<file path="config.mk">
export PLATFORM = sky130hd
export DESIGN_NAME = spectrum_frame_reader
export DESIGN_NICKNAME = d
export VERILOG_FILES = /design/src/rtl/spectrum_pkg.sv /design/src/rtl/frame_skid2.sv /design/src/rtl/spectrum_frame_reader.sv
export SDC_FILE = /design/constraint.sdc
export NUM_CORES = 1
export LEC_CHECK = 0
export BUFFER_PORTS_ARGS = -buffer_cell sky130_fd_sc_hd__buf_4
export CAP_MARGIN = 20
export CORE_UTILIZATION = 45
export CTS_BUF_LIST = sky130_fd_sc_hd__clkbuf_2
export DETAILED_ROUTE_END_ITERATION = 8
export PLACE_DENSITY_LB_ADDON = 0.15
export SLEW_MARGIN = 20
export SYNTH_ARGS = -nofsm -noshare
export SYNTH_HDL_FRONTEND = slang
export SYNTH_SLANG_ARGS = --single-unit
</file>
<file path="constraint.sdc">
create_clock -name clk -period 5.71 [get_ports clk]
set_clock_uncertainty 0.2 [all_clocks]
set_input_delay 0.8565 -clock clk [delete_from_list [all_inputs] [get_ports clk]]
set_output_delay 0.8565 -clock clk [all_outputs]
set_load 0.02 [all_outputs]
</file>
<file path="src/rtl/spectrum_pkg.sv">
// spectrum_pkg: shared types and helpers for the spectrum analyzer read path.
//
// Contents:
//   DEFAULT_DEPTH / DEFAULT_FRAME_LEN / DEFAULT_DW : default sizing.
//   state_e  : frame reader FSM states (IDLE, STREAM, DONE).
//   wrap_inc : (addr + 1) mod depth, without a divider.
//   wrap_dec : (addr - 1) mod depth, without a divider.
package spectrum_pkg;

  localparam int DEFAULT_DEPTH     = 16;
  localparam int DEFAULT_FRAME_LEN = 16;
  localparam int DEFAULT_DW        = 12;

  typedef enum logic [1:0] {
    IDLE   = 2'd0,
    STREAM = 2'd1,
    DONE   = 2'd2
  } state_e;

  // The depth need not be a power of two, so wrap by compare, not by truncation.
  function automatic int unsigned wrap_inc(input int unsigned addr, input int unsigned depth);
    return (addr >= depth - 1) ? 0 : addr + 1;
  endfunction

  function automatic int unsigned wrap_dec(input int unsigned addr, input int unsigned depth);
    return (addr == 0) ? depth - 1 : addr - 1;
  endfunction

endpackage

</file>
<file path="src/rtl/frame_skid2.sv">
// frame_skid2: two-entry FIFO carrying {last, data} between the RAM read
// pipeline and the output stream.
//
// Ports:
//   clk, RE_n          clock, asynchronous active-low reset
//   push, push_data    write one entry (ignored when full and not popping)
//   pop                remove the head entry (ignored when empty)
//   valid              FIFO holds at least one entry
//   head               oldest entry; unchanged until popped
//   occupancy          number of stored entries (0..2)
module frame_skid2
  import spectrum_pkg::*;
#(
  parameter int W = 13
) (
  input  logic         clk,
  input  logic         RE_n,
  input  logic         push,
  input  logic [W-1:0] push_data,
  input  logic         pop,
  output logic         valid,
  output logic [W-1:0] head,
  output logic [1:0]   occupancy
);

  logic [W-1:0] slot0_q, slot0_d;
  logic [W-1:0] slot1_q, slot1_d;
  logic [1:0]   count_q, count_d;
  logic         do_pop;

  assign valid     = (count_q != 2'd0);
  assign head      = slot0_q;
  assign occupancy = count_q;
  assign do_pop    = pop && valid;

  // slot0 is always the head, so the output only changes on a pop or on the
  // first push into an empty FIFO.
  always_comb begin
    slot0_d = slot0_q;
    slot1_d = slot1_q;
    count_d = count_q;
    case (count_q)
      2'd0: begin
        if (push) begin
          slot0_d = push_data;
          count_d = 2'd1;
        end
      end
      2'd1: begin
        if (push && do_pop) begin
          slot0_d = push_data;
        end else if (do_pop) begin
          count_d = 2'd0;
        end else if (push) begin
          slot1_d = push_data;
          count_d = 2'd2;
        end
      end
      2'd2: begin
        if (do_pop) begin
          slot0_d = slot1_q;
          if (push) begin
            slot1_d = push_data;
          end else begin
            count_d = 2'd1;
          end
        end
      end
      default: count_d = 2'd0;
    endcase
  end

  always_ff @(posedge clk or negedge RE_n) begin
    if (!RE_n) begin
      slot0_q <= '0;
      slot1_q <= '0;
      count_q <= 2'd0;
    end else begin
      slot0_q <= slot0_d;
      slot1_q <= slot1_d;
      count_q <= count_d;
    end
  end

endmodule

</file>
<file path="src/rtl/spectrum_frame_reader.sv">
// spectrum_frame_reader: reads one frame of FRAME_LEN samples out of the
// circular sample buffer, oldest first, and streams them downstream.
//
// On start (in IDLE) the write pointer is captured as the frame base. Reads
// are issued to a RAM with one cycle of read latency; returned words land in
// a 2-entry FIFO that drives the output stream. A read is only issued when the
// FIFO is guaranteed to have room for it when it returns.
//
// Stream handshake: a sample transfers on a rising edge where m_valid and
// m_ready are both 1; while m_valid=1 and m_ready=0, m_data and m_last hold.
//
// Optional feature (macro REVERSE_READ_EN): adds input dir, captured at
// start. dir=1 reads newest-first, starting at wr_ptr-1 and stepping down.
//
// Ports:
//   clk, RE_n       clock, asynchronous active-low reset
//   start           frame request, honoured only in IDLE
//   dir             read direction (only with REVERSE_READ_EN)
//   wr_ptr          writer's next slot = oldest sample
//   rd_en, rd_addr  RAM read strobe / address
//   rd_data         RAM data, valid the cycle after rd_en
//   m_valid, m_ready, m_data, m_last   output sample stream
//   busy            any state other than IDLE
//   done            one-cycle pulse after the final sample is accepted
//   dbg_state       current FSM state
module spectrum_frame_reader
  import spectrum_pkg::*;
#(
  parameter  int DEPTH     = DEFAULT_DEPTH,
  parameter  int FRAME_LEN = DEFAULT_FRAME_LEN,
  parameter  int DW        = DEFAULT_DW,
  localparam int AW        = $clog2(DEPTH)
) (
  input  logic          clk,
  input  logic          RE_n,
  input  logic          start,
`ifdef REVERSE_READ_EN
  input  logic          dir,
`endif
  input  logic [AW-1:0] wr_ptr,
  output logic          rd_en,
  output logic [AW-1:0] rd_addr,
  input  logic [DW-1:0] rd_data,
  output logic          m_valid,
  input  logic          m_ready,
  output logic [DW-1:0] m_data,
  output logic          m_last,
  output logic          busy,
  output logic          done,
  output logic [1:0]    dbg_state
);

  localparam int            CW       = $clog2(FRAME_LEN + 1);
  localparam logic [CW-1:0] FL_C     = CW'(FRAME_LEN);
  localparam logic [CW-1:0] LAST_IDX = CW'(FRAME_LEN - 1);

  state_e        state_q, state_d;
  logic [AW-1:0] rd_addr_q, rd_addr_d;
  logic [CW-1:0] issued_q, issued_d;
  logic          inflight_q, inflight_d;
  logic          inflight_last_q, inflight_last_d;
  logic          rev_q, rev_d;

  logic          start_dir;
  logic [AW-1:0] base_addr;
  logic [AW-1:0] next_addr;
  logic          can_issue;

  logic          fifo_valid;
  logic [DW:0]   fifo_head;
  logic [1:0]    fifo_occ;
  logic          pop;
  logic          head_last;

`ifdef REVERSE_READ_EN
  assign start_dir = dir;
`else
  assign start_dir = 1'b0;
`endif

  // Output FIFO: each entry is {last, sample}.
  frame_skid2 #(.W(DW + 1)) u_skid (
    .clk       (clk),
    .RE_n      (RE_n),
    .push      (inflight_q),
    .push_data ({inflight_last_q, rd_data}),
    .pop       (pop),
    .valid     (fifo_valid),
    .head      (fifo_head),
    .occupancy (fifo_occ)
  );

  assign pop       = fifo_valid && m_ready;
  assign head_last = fifo_head[DW];
  assign m_valid   = fifo_valid;
  assign m_data    = fifo_head[DW-1:0];
  assign m_last    = fifo_valid && head_last;
  assign rd_addr   = rd_addr_q;
  assign dbg_state = state_q;

  // Credit: 2 - occupancy - inflight + pop > 0. A slot freed by this cycle's
  // pop can be reused, which is what keeps the stream bubble-free.
  assign can_issue = ({1'b0, fifo_occ} + {2'b00, inflight_q}) < (3'd2 + {2'b00, pop});

  always_comb begin
    base_addr = wr_ptr;
    if (start_dir) begin
      base_addr = AW'(wrap_dec(32'(wr_ptr), DEPTH));
    end
  end

  always_comb begin
    next_addr = AW'(wrap_inc(32'(rd_addr_q), DEPTH));
    if (rev_q) begin
      next_addr = AW'(wrap_dec(32'(rd_addr_q), DEPTH));
    end
  end

  // State register and all datapath flops.
  always_ff @(posedge clk or negedge RE_n) begin
    if (!RE_n) begin
      state_q         <= IDLE;
      rd_addr_q       <= '0;
      issued_q        <= '0;
      inflight_q      <= 1'b0;
      inflight_last_q <= 1'b0;
      rev_q           <= 1'b0;
    end else begin
      state_q         <= state_d;
      rd_addr_q       <= rd_addr_d;
      issued_q        <= issued_d;
      inflight_q      <= inflight_d;
      inflight_last_q <= inflight_last_d;
      rev_q           <= rev_d;
    end
  end

  // Next-state logic.
  always_comb begin
    state_d = state_q;
    case (state_q)
      IDLE:    if (start) state_d = STREAM;
      STREAM:  if (pop && head_last) state_d = DONE;
      DONE:    state_d = IDLE;
      default: state_d = IDLE;
    endcase
  end

  // Output decode.
  always_comb begin
    rd_en = 1'b0;
    busy  = 1'b1;
    done  = 1'b0;
    case (state_q)
      IDLE:    busy  = 1'b0;
      STREAM:  rd_en = (issued_q < FL_C) && can_issue;
      DONE:    done  = 1'b1;
      default: busy  = 1'b0;
    endcase
  end

  // Address / issue counter and read-pipeline tracking. The last flag rides
  // with the read so the FIFO entry knows it ends the frame.
  always_comb begin
    rd_addr_d       = rd_addr_q;
    issued_d        = issued_q;
    rev_d           = rev_q;
    inflight_d      = rd_en;
    inflight_last_d = rd_en && (issued_q == LAST_IDX);
    if ((state_q == IDLE) && start) begin
      rd_addr_d = base_addr;
      issued_d  = '0;
      rev_d     = start_dir;
    end else if (rd_en) begin
      rd_addr_d = next_addr;
      issued_d  = issued_q + CW'(1);
    end
  end

endmodule

</file>
Word-level counts from Yosys, hierarchy flattened --
Cells that the tools add are included.
Operators by class: add/subtract/negate cells 4, magnitude comparators 3, eq/ne operators 14, muxes and demuxes 27, reductions and logical operators 19
Operator list (number):
- $mux W13 | 7
- $pmux W13 S3 | 1
- $pmux W13 S2 | 1
- $mux W2 | 8
- $mux W4 | 3
- $ne A2 B2 Y1 const B | 6
- $mux W5 | 2
- $logic_and A1 B1 Y1 | 8
- $reduce_and A4 Y1 | 2
- $pmux W2 S3 | 1
- $reduce_bool A2 Y1 | 3
- $add A5 B1 Y5 const B | 1
- $eq A5 B4 Y1 const B | 1
- $lt A5 B5 Y1 const B | 1
- $reduce_and A5 Y1 | 1
- $add A4 B1 Y4 const B | 1
- $eq A2 B1 Y1 const B | 2
- $eq A2 B2 Y1 const B | 2
- $ge A4 B4 Y1 const B | 1
- $logic_not A2 Y1 | 2
- $ne A2 B1 Y1 const B | 2
- $pmux W2 S2 | 1
- $add A2 B1 Y3 | 1
- $add A2 B1 Y3 const A | 1
- other kinds (6) | 8
Word-level totals: register bits after elaboration 41, input bits 20, output and inout port bits 23, logic and storage cells 75

Logic depth before layout (Yosys ltp) --
Gate-level depths: netlist of the first run.
depth in word-level cells 8, gate-level depth with buffers 6

Cells and area by module --
A second synthesis of the first run with hierarchy kept.
Second synthesis, totals: cell total of the unflattened synthesis 183, area, all modules 2374.8 um^2
By module, submodules not included:
- frame_skid2 | instances 1, cells an instance 88, area each 1437.6 um^2, seq. area each 700.7 um^2
- spectrum_frame_reader | instances 1, cells an instance 95, area each 937.1 um^2, seq. area each 325.3 um^2

Worst setup path after synthesis of the first run --
No wires, ideal clock.
kind input -> output, from input m_ready, to output rd_en, data arrival time 1.554 ns, setup slack 3.100 ns, stages on the path 4, path buffers 1, cell sequence nand2b_1 o21a_1 buf_2 nor2_1
On the way: word-level cells in the longest chain between the ends 5
RTL lines:
- from (decl) | RTL line spectrum_frame_reader.sv:45 | input logic m_ready,
- $logic_and A1 B1 Y1 | RTL line spectrum_frame_reader.sv:93 | assign pop = fifo_valid && m_ready;
- $add A2 B1 Y3 | RTL line spectrum_frame_reader.sv:103 | assign can_issue = ({1'b0, fifo_occ} + {2'b00, inflight_q}) < (3'd2 + {2'b00, pop});
- $lt A3 B3 Y1 | RTL line spectrum_frame_reader.sv:103
- $logic_and A1 B1 Y1 | RTL line spectrum_frame_reader.sv:156 | STREAM: rd_en = (issued_q < FL_C) && can_issue;
- $mux W1 | RTL line spectrum_frame_reader.sv:154 | case (state_q)
- to (decl) | RTL line spectrum_frame_reader.sv:41 | output logic rd_en,
No other way between the ends.

Final worst setup path of the first run --
from register u_skid.count_q[0], in the netlist u_skid.occupancy[0], to output rd_en
On the way: word-level cells in the longest chain between the ends 6
RTL lines:
- from (decl) | RTL line frame_skid2.sv:28 | logic [1:0] count_q, count_d;
- from (signal assigned) | RTL line frame_skid2.sv:81 | count_q <= count_d;
- $reduce_bool A2 Y1 | RTL line frame_skid2.sv:31 | assign valid = (count_q != 2'd0);
- $logic_and A1 B1 Y1 | RTL line spectrum_frame_reader.sv:93
- $add A2 B1 Y3 | RTL line spectrum_frame_reader.sv:103
- $lt A3 B3 Y1 (*) | RTL line spectrum_frame_reader.sv:103
- $logic_and A1 B1 Y1 (*) | RTL line spectrum_frame_reader.sv:156
- $mux W1 (*) | RTL line spectrum_frame_reader.sv:154
Mark *: on every way between the ends. The rest lies on a longest branch, timed or not.

==> results.sh, run 1 <==
export IMPL_global_route_usage_met1_pct=20.97
export IMPL_path_common_cell="ha_1"
export IMPL_dr_pass1_iters=6
export IMPL_grt_pass1_wl_um=6982
export IMPL_setup_tns_ns=0
export IMPL_mostFrequentLayoutCell="buf_4"
export IMPL_layout_nets=244
export IMPL_drive_above_1_share_pct=44.65
export IMPL_top_usage_layer="met2"
export IMPL_areaGrowthSynthToFinish_pct=13.71
export IMPL_crit_buf_inv=1
export IMPL_hpwlAfterDp_um=2800
export IMPL_hold_violations=0
export IMPL_drt_iter0_drc=75
export IMPL_finalNonFillerCells=267
export IMPL_r2r_cells=4
export IMPL_drc=2
export IMPL_grt_total_usage_pct=17.68
export IMPL_violations="DRC"
export IMPL_die_w_um=71.34
export IMPL_layout_setup_ws_ns=2.619
export IMPL_async_flop_share_pct=100.0
export IMPL_ys_ff_latch=41
export IMPL_clk_latency_ns=0.41
export IMPL_antennaDiodeCount=0
export IMPL_vias=1484
export IMPL_start_util_pct=48.35
export IMPL_syn_inst=184
export IMPL_rows=24
export IMPL_core_area_um2=4474
export IMPL_clk_path_buf_depth=2
export IMPL_cts_buffers=5
export IMPL_synth_distinct_cells=37
export IMPL_whs_ns=0.1765
export IMPL_maxSlewHeadroom_pct=38.28
export IMPL_p_total_mw=1.384
export IMPL_grt_overflow=0
export IMPL_period_minus_slack_ns=3.091
export IMPL_cp_cell_sequence="ha_1 -> ha_1 -> o21a_1 -> nor2_1 -> buf_4"
export IMPL_grt_max_degree=42
export IMPL_place_congestion=0.8361
export IMPL_yosysTopAreaCell="dfrtp_1"
export IMPL_io_buffer_count=42
export IMPL_dieArea_um2=5089
export IMPL_power_leakage_nw=1.147
export IMPL_cts_tree="built"
export IMPL_holdBufCountCts=0
export IMPL_dp_cells=260
export IMPL_synth_top_cell_area_share_pct=47.43
export IMPL_synth_warning_count=0
export IMPL_finalMaxSlewViolations=0
export IMPL_required_ns=4.65
export IMPL_tightest_slew_ns=0.9216
export IMPL_cts_resized=0
export IMPL_worstSetupPathDepth=5
export IMPL_wl_per_cell_um=15.01
export IMPL_synth_area_um2=2163
export IMPL_worstPathArrival_ns=2.03
export IMPL_grt_pass1_vias=1485
export IMPL_postCtsSetupRepairBufs=0
export IMPL_grt_antenna_before_repair=0
export IMPL_drtAntennaViolNets=0
export IMPL_dieHeight_um=71.34
export IMPL_syn_area_per_cell_um2=11.76
export IMPL_synth_area_leaders="dfrtp_1 47%, mux2_2 21%, ha_1 5.2%"
export IMPL_vdd_ir_drop_max_mv=0.2760
export IMPL_start_kind="flop"
export IMPL_finalSetupViolCount=0
export IMPL_power_density_nw_per_um2=562.6
export IMPL_fin_crit_sh_pct=54.13
export IMPL_critical_path_class="reg -> out"
export IMPL_use_met3_pct=3.516
export IMPL_rsz0062_at_grt="no"
export IMPL_pre_cts_slack_ns=2.965
export IMPL_cp_top_family="flip-flops"
export IMPL_synth_edf_count=0
export IMPL_wl_um=4009
export IMPL_cts_root_buf="clkbuf_2"
export IMPL_worst_path_max_fanout=11
export IMPL_synthesis_nets=213
export IMPL_pin_count=43
export IMPL_hp_class="in -> async"
export IMPL_fmax_ghz=0.3236
export IMPL_cts_sinks=41
export IMPL_clkTransAtPathRegs_ns=0.21
export IMPL_crit_path_end_kind="primary output"
export IMPL_ys_seq_area_share_pct=47.43
export IMPL_outcome="finished, violations left"
export IMPL_vias_per_cell=5.558
export IMPL_ys_flop_type="dfrtp_1"
export IMPL_cts_htree_levels=2
export IMPL_drv_cap=0
export IMPL_cpMaxStageDelayCell="dfrtp_1"
export IMPL_use_met2_pct=31.01
export IMPL_most_common_layout_cells="42 x buf_4, 41 x dfrtp_1, 40 x mux2_2"
export IMPL_r2r_setup_slack_ns=3.22
export IMPL_slowest_delay_ns=0.53
## kinds of logic after synthesis
group | synth area share [%]
and+or+nand+nor | 9.544
buffers and inverters | 7.866
AOI/OAI and AO/OA | 9.138
muxes | 20.82
DFF | 47.43
adders and majority gates | 5.205
## power breakdown
part	leakage, nW	switching [mW]	internal [mW]	total, mW
combinational	0.603	0.365	0.339	0.705
sequential	0.505	0.0943	0.418	0.512
clock	0.0388	0.0958	0.0710	0.167
total	1.15	0.555	0.829	1.38
## Yosys cell counts (2+ instances only)
cell type	number
o21ai_0	9
inv_1	7
a31oi_1	4
o21ai_2	2
nand2_1	6
mux2_2	40
or3_1	3
o21a_1	2
buf_4	12
nand3_1	4
buf_6	4
dfrtp_1	41
a21oi_1	10
nor2_1	6
o31ai_1	2
ha_1	9
and3_1	2
nor2b_1	2
## metal layers
metal / share of wire (%) / up-vias
li1: - / 702
met1: 42 / 728
met2: 51 / 45
met3: 4.9 / 9
met4: 2.0 / 0
met5: 0 / -
## stage by stage
step	util [%]	cell area, µm²
floorplan	-	2163
global placement	53.64	2400
detailed placement	53.64	2400
CTS	54.98	2460
global route	54.98	2460
finish	54.98	2460
## sequential cells by signal, summed over array words and instances (netlist names)
register / cells
issued_q: 5
u_skid.occupancy: 2
rd_addr: 4
inflight_last_q: 1
u_skid.slot1_q: 13
u_skid.head: 13
inflight_q: 1
dbg_state: 2
## worst paths after layout
check | start | end
min in group clk | inflight_last_q$_DFF_PN0_ | u_skid.slot1_q[12]$_DFFE_PN0P_
worst max register to register | u_skid.occupancy[1]$_DFFE_PN0P_ | u_skid.head[4]$_DFFE_PN0P_
worst min register to register | inflight_last_q$_DFF_PN0_ | u_skid.slot1_q[12]$_DFFE_PN0P_
max in group asynchronous | RE_n | rd_addr[1]$_DFFE_PN0P_
worst min-delay path | RE_n | u_skid.slot1_q[9]$_DFFE_PN0P_
worst max-delay path | u_skid.occupancy[0]$_DFFE_PN0P_ | rd_en
## worst register-to-register path: cells and delay by family, from the launching register on
family          cells  cell delay, ns
simple gates        1            0.81
mux                 1            0.42
compound gates      2            0.46
flops               1            0.52
## layout make-up
cell class	count	area [µm²]
Clock buffer	5	25.02
Clock inverter	2	35.03
Fill cell	397	2014
Inverter	7	26.28
Multi-Input combinational cell	118	967.2
Sequential cell	41	1026
Tap cell	52	65.06
Timing Repair Buffer	42	315.3
Note: power is estimated with default switching activity, not from simulation.
==> run 2: changes to the inputs <==
--- a/config.mk
+++ b/config.mk
@@ -5,6 +5,7 @@
 export SDC_FILE = /design/constraint.sdc
 export NUM_CORES = 1
 export LEC_CHECK = 0
+export ABC_AREA = 1
 export BUFFER_PORTS_ARGS = -buffer_cell sky130_fd_sc_hd__buf_4
 export CAP_MARGIN = 20
 export CORE_UTILIZATION = 45
==> constraint.sdc (replaced) <==
create_clock -name clk -period 3.1 [get_ports clk]
set_clock_uncertainty 0.2 [all_clocks]
set_input_delay 0.465 -clock clk [delete_from_list [all_inputs] [get_ports clk]]
set_output_delay 0.465 -clock clk [all_outputs]
set_load 0.02 [all_outputs]
==> run 2 against run 1 <==
Compared with the run above:
- the run now ends clean
- sequential cell count unchanged
- first-iteration DRC count fell by 17%
- core utilization is essentially flat
- register-to-register slack worse by 2.1 ns
- clock-buffer cell count up 1
- non-clock buffer count up 2
- critical endpoint unchanged
- largest cell class unchanged
- highest routed layer unchanged
==> results.sh, run 2 <==
export IMPL_critical_path_class="reg -> out"
export IMPL_wl_um=4084
export IMPL_period_minus_slack_ns=2.722
export IMPL_setup_tns_ns=0
export IMPL_cts_htree_levels=2
export IMPL_ys_flop_type="dfrtp_1"
export IMPL_die_w_um=71.54
export IMPL_drc=0
export IMPL_finalSetupViolCount=0
export IMPL_core_area_um2=4504
export IMPL_start_kind="flop"
export IMPL_cts_sinks=41
export IMPL_place_congestion=0.8009
export IMPL_cts_resized=0
export IMPL_dieHeight_um=71.54
export IMPL_ys_ff_latch=41
export IMPL_reg2reg_from="inflight_q$_DFF_PN0_"
export IMPL_dr_pass1_iters=4
export IMPL_clk_path_buf_depth=2
export IMPL_rsz0062_at_grt="no"
export IMPL_drive_above_1_share_pct=19.41
export IMPL_async_flop_share_pct=100.0
export IMPL_clkTransAtPathRegs_ns=0.22
export IMPL_vias=1710
export IMPL_worst_path_max_fanout=12
export IMPL_yosysTopAreaCell="dfrtp_1"
export IMPL_grt_max_degree=42
export IMPL_synth_edf_count=0
export IMPL_synth_commonest_cells="100 x nand2_1, 41 x dfrtp_1, 32 x o21ai_0, 30 x inv_1, 14 x nand3_1"
export IMPL_grt_overflow=0
export IMPL_ys_seq_area_share_pct=47.15
export IMPL_layout_nets=332
export IMPL_most_common_layout_cells="100 x nand2_1, 43 x buf_4, 41 x dfrtp_1"
export IMPL_endpoint="rd_en"
export IMPL_required_ns=2.43
export IMPL_grt_total_usage_pct=18.56
export IMPL_syn_inst=273
export IMPL_synth_area_um2=2176
export IMPL_final_cell_area_um2=2477
export IMPL_start_util_pct=48.31
export IMPL_finalMaxSlewViolations=0
export IMPL_vdd_ir_drop_max_mv=0.3905
export IMPL_synthesis_nets=302
export IMPL_clk_latency_ns=0.41
export IMPL_p_total_mw=2.439
export IMPL_synth_area_leaders="dfrtp_1 47%, nand2_1 17%, o21ai_0 7.4%"
export IMPL_synth_top_cell_area_share_pct=47.15
export IMPL_power_density_nw_per_um2=984.4
export IMPL_grt_pass1_vias=1616
export IMPL_dieArea_um2=5117
export IMPL_cts_root_buf="clkbuf_2"
export IMPL_hold_violations=0
export IMPL_drt_iter0_drc=62
export IMPL_fmax_ghz=0.3674
export IMPL_hp_class="in -> reg"
export IMPL_drtAntennaViolNets=0
export IMPL_grt_antenna_before_repair=0
export IMPL_synth_warning_count=0
export IMPL_cts_tree="built"
export IMPL_place_area_um2=2404
export IMPL_r2r_setup_slack_ns=1.11
export IMPL_areaGrowthSynthToFinish_pct=13.86
export IMPL_crit_start="inflight_q$_DFF_PN0_"
export IMPL_fin_crit_sh_pct=87.79
export IMPL_maxSlewHeadroom_pct=65.11
export IMPL_multi_input_area_um2=868.3
export IMPL_io_buffer_count=42
export IMPL_mostFrequentLayoutCell="nand2_1"
export IMPL_drv_cap=0
export IMPL_fillers=447
export IMPL_synth_distinct_cells=21
export IMPL_hpwlAfterDp_um=2816
export IMPL_vias_per_cell=4.803
export IMPL_seq_area_um2=1026
export IMPL_synth_most_common_cell="nand2_1"
export IMPL_rows=24
export IMPL_pin_count=43
export IMPL_cts_buffers=5
export IMPL_power_leakage_nw=1.354
export IMPL_crit_path_end_kind="primary output"
export IMPL_r2r_end="rd_addr[2]$_DFFE_PN0P_"
export IMPL_antennaDiodeCount=0
export IMPL_outcome="finished clean"
export IMPL_wl_per_cell_um=11.47
export IMPL_tightest_slew_ns=0.5234
export IMPL_syn_area_per_cell_um2=7.970
export IMPL_r2r_cells=7
export IMPL_grt_pass1_wl_um=7279
export IMPL_worstPathArrival_ns=2.06
run 2: changes by cell type in the layout (fill, tap and decap cells not counted), sizes merged, moves of 3 or more:
cell	previous run	this run
a31oi	4	0
o21ai	12	33
nand4	1	7
nand2	7	105
mux2	40	0
inv	7	31
nor2b	3	0
or3	3	0
a21oi	10	2
nor2	7	4
nand3	4	14
run 2: cell families (layout without fill, tap and decap cells):
| logic type | after synthesis | in the layout | share of synthesized area (%) |
|---|---|---|---|
| flip-flops | 41 | 41 | 47.15 |
| XOR/XNOR | 2 | 2 | 0.8052 |
| buffers and inverters | 53 | 84 | 12.94 |
| AND/OR/NAND/NOR | 132 | 132 | 25.53 |
| AO/OA/AOI/OAI | 36 | 36 | 8.395 |
| adder cells (fa/ha/maj) | 9 | 9 | 5.175 |
run 2: how the worst min path moves through the flow:
stage | startpoint | to | slack (ns) | depth (start not counted)
after CTS | rd_data[5] | u_skid.slot1_q[5]$_DFFE_PN0P_ | 0.03 | 3
after floorplan | RE_n | dbg_state[0]$_DFFE_PN0P_ | -0.03 | 0
after global placement | u_skid.head[0]$_DFFE_PN0P_ | u_skid.head[0]$_DFFE_PN0P_ | 0.26 | 2
final | rd_data[5] | u_skid.slot1_q[5]$_DFFE_PN0P_ | 0.05 | 3
after detailed placement | u_skid.head[2]$_DFFE_PN0P_ | u_skid.head[2]$_DFFE_PN0P_ | 0.27 | 2
after global routing | rd_data[7] | u_skid.slot1_q[7]$_DFFE_PN0P_ | 0.005 | 3
run 2: per-layer routing:
| layer | global-route usage, % | wire [µm] | share of wire, % | up-vias |
|---|---|---|---|---|
| met2 | 30.48 | 1830 | 45 | 40 |
| met3 | 5.485 | 185 | 4.5 | 4 |
| met5 | 0 | 0 | 0 | - |
| li1 | - | - | - | 904 |
| met4 | 5.882 | 46 | 1.1 | 0 |
| met1 | 23.77 | 2021 | 49 | 762 |
run 2: through the flow:
| step | util, % | worst slack [ns] | hold slack [ns] | instances |
|---|---|---|---|---|
| 2_1_floorplan | - | 1.006 | -0.03059 | 273 |
| 3_3_place_gp | 53.36 | 0.8813 | 0.2631 | 347 |
| 5_1_grt | 55.00 | 0.1500 | 0.005446 | 356 |
| 3_5_place_dp | 53.36 | 0.8431 | 0.2670 | 347 |
| 6_report | 55.00 | 0.3785 | 0.05152 | 356 |
| 4_1_cts | 55.00 | 0.3530 | 0.03484 | 356 |
run 2: critical path, cell delays in order, from the launching register on:
cell and delay (ns):
dfrtp_1 0.45, ha_1 0.21, ha_1 0.19, nor3_2 0.32, nand2_2 0.23, inv_1 0.13, buf_4 0.14
run 2: final cells by class:
| type | count | share of cell area, % |
|---|---|---|
| Inverter | 32 | 4.899 |
| Multi-Input combinational cell | 179 | 35.05 |
| Sequential cell | 41 | 41.41 |
| Clock buffer | 6 | 1.212 |
| Clock inverter | 2 | 1.364 |
| Tap cell | 52 | 2.626 |
| Timing Repair Buffer | 44 | 13.43 |
run 2: power by group:
part           internal [mW]  switching, mW
clock network          0.138          0.175
logic                  0.441          0.776
registers              0.765          0.144
run 2: repair_timing:
item / CTS / global route
endpoints found under the hold margin: 41 / 0
setup buffers: 0 / 0
hold buffers: 1 / 0
==> run 3: changes to the inputs <==
--- a/config.mk
+++ b/config.mk
@@ -8,7 +8,7 @@
 export ABC_AREA = 1
 export BUFFER_PORTS_ARGS = -buffer_cell sky130_fd_sc_hd__buf_4
 export CAP_MARGIN = 20
-export CORE_UTILIZATION = 45
+export CORE_UTILIZATION = 57
 export CTS_BUF_LIST = sky130_fd_sc_hd__clkbuf_2
 export DETAILED_ROUTE_END_ITERATION = 8
 export PLACE_DENSITY_LB_ADDON = 0.15
==> run 3 against run 2 <==
Compared with the run above:
- final cell count decreased by 1.4%
- combinational power about the same
- clock power shrank 4%
- power decreased by 0.30%
- highest routed layer unchanged
- largest cell class unchanged
- largest power group unchanged
- routed wire length decreased by 2.3%
- hold slack gained 0.013 ns
==> results.sh, run 3 (synthesis gave the netlist of run 2 again) <==
export IMPL_worstSetupPathDepth=6
export IMPL_dieArea_um2=4069
export IMPL_r2r_setup_slack_ns=1.04
export IMPL_hold_depth=3
export IMPL_fin_crit_sh_pct=89.81
export IMPL_postCtsSetupRepairBufs=0
export IMPL_antennaDiodeCount=0
export IMPL_cpMaxStageDelayCell="dfrtp_1"
export IMPL_rows=22
export IMPL_clk_latency_ns=0.41
export IMPL_seq_area_um2=1026
export IMPL_holdCritStartpoint="rd_data[4]"
export IMPL_power_leakage_nw=1.352
export IMPL_pin_count=43
export IMPL_reg2reg_from="inflight_q$_DFF_PN0_"
export IMPL_maxSlewHeadroom_pct=65.41
export IMPL_slowest_delay_ns=0.46
export IMPL_wl_per_cell_um=11.37
export IMPL_setup_tns_ns=0
export IMPL_drtAntennaViolNets=0
export IMPL_min_to="u_skid.slot1_q[4]$_DFFE_PN0P_"
export IMPL_grt_pass1_vias=1637
export IMPL_vdd_ir_drop_max_mv=0.4638
export IMPL_drive_above_1_share_pct=19.47
export IMPL_cts_htree_levels=2
export IMPL_fillers=325
export IMPL_dieHeight_um=63.79
export IMPL_die_w_um=63.79
export IMPL_r2r_end="rd_addr[2]$_DFFE_PN0P_"
export IMPL_dr_pass1_iters=4
export IMPL_fmax_ghz=0.3592
export IMPL_pre_cts_slack_ns=0.7979
export IMPL_core_area_um2=3661
export IMPL_wl_um=3991
export IMPL_finalMaxSlewViolations=0
export IMPL_drt_iter0_drc=94
export IMPL_grt_overflow=0
export IMPL_vias=1775
export IMPL_cts_tree="built"
export IMPL_crit_path_end_kind="primary output"
export IMPL_areaGrowthSynthToFinish_pct=13.46
export IMPL_power_density_nw_per_um2=984.9
export IMPL_required_ns=2.43
export IMPL_tightest_slew_ns=0.5177
export IMPL_cp_top_family="simple AND/OR/NAND/NOR gates"
export IMPL_vias_per_cell=5.057
export IMPL_cts_buffers=5
export IMPL_cts_sinks=41
export IMPL_multi_input_area_um2=868.3
export IMPL_drv_cap=0
export IMPL_critical_path_class="reg -> out"
export IMPL_clkTransAtPathRegs_ns=0.20
export IMPL_layout_setup_ws_ns=0.3158
export IMPL_start_kind="flop"
export IMPL_most_common_layout_cells="100 x nand2_1, 43 x buf_4, 41 x dfrtp_1"
export IMPL_grt_total_usage_pct=22.72
export IMPL_hpwlAfterDp_um=2764
export IMPL_path_common_cell="ha_1"
export IMPL_hold_violations=0
export IMPL_grt_pass1_wl_um=7051
export IMPL_rsz0062_at_grt="no"
export IMPL_drc=0
export IMPL_grt_antenna_before_repair=0
export IMPL_io_buffer_count=42
export IMPL_grt_max_degree=42
export IMPL_place_congestion=0.7184
export IMPL_place_area_um2=2399
export IMPL_period_minus_slack_ns=2.784
export IMPL_cts_root_buf="clkbuf_2"
export IMPL_r2r_cells=7
export IMPL_finalSetupViolCount=0
export IMPL_cp_cell_sequence="ha_1 -> ha_1 -> nor3_2 -> nand2_2 -> inv_1 -> buf_4"
export IMPL_hp_class="in -> reg"
export IMPL_layout_nets=332
export IMPL_worstPathArrival_ns=2.12
export IMPL_mostFrequentLayoutCell="nand2_1"
export IMPL_start_util_pct=59.43
export IMPL_clk_path_buf_depth=2
export IMPL_worst_path_max_fanout=12
export IMPL_crit_buf_inv=2
export IMPL_outcome="finished clean"
export IMPL_p_total_mw=2.431
export IMPL_final_cell_area_um2=2469
==> run 3: cell count changes in the layout (fill, tap and decap cells not counted) <==
cell | previous run | this run
clkbuf_2 | 6 | 5
clkinv_1 | 1 | 0
clkinv_2 | 1 | 2
==> run 3: report_power, final <==
group          switching, mW  internal (mW)
Combinational          0.785          0.441
Clock                  0.171          0.131
Sequential             0.139          0.765
==> run 3: worst max-delay path by stage <==
| stage | start | end |
|---|---|---|
| finish | inflight_q$_DFF_PN0_ | rd_en |
| global placement | inflight_q$_DFF_PN0_ | rd_en |
| floorplan | inflight_q$_DFF_PN0_ | rd_en |
| detailed placement | inflight_q$_DFF_PN0_ | rd_en |
| CTS | inflight_q$_DFF_PN0_ | rd_en |
| global route | inflight_q$_DFF_PN0_ | rd_en |
==> run 3: repair_timing <==
action | 4_1_cts | 5_1_grt
resized for setup | 0 | 0
hold buffers | 1 | 0
hold endpoints to repair | 41 | 0
==> run 3: layout make-up <==
class / count / share of cell area [%]
well taps: 48 / 2.433
clock inverters: 2 / 1.419
clock buffers: 5 / 1.014
repair buffers: 44 / 13.48
inverters: 32 / 4.916
multi-input cells: 179 / 35.17
flip-flops and latches: 41 / 41.56
==> run 3: worst register-to-register path, delay by kind of cell (launching register included) <==
kind	cells	cell delay (ns)
flops	1	0.46
fa+ha+maj	2	0.42
simple gates	5	0.92
==> run 3: stage by stage <==
step | utilization [%] | hold slack (ns) | std cells
after floorplan | - | -0.03059 | 273
after global placement | 65.52 | 0.2632 | 343
after CTS | 67.43 | 0.04177 | 351
after detailed placement | 65.52 | 0.2664 | 343
after global routing | 67.43 | 0.02996 | 351
final | 67.43 | 0.06420 | 351
==> run 3: routing by layer <==
metal	vias up	GRT usage [%]	wire length, µm
met5	-	0	0
met4	0	8.523	72
li1	903	-	-
met2	47	36.57	1780
met1	816	28.70	1924
met3	9	6.786	213
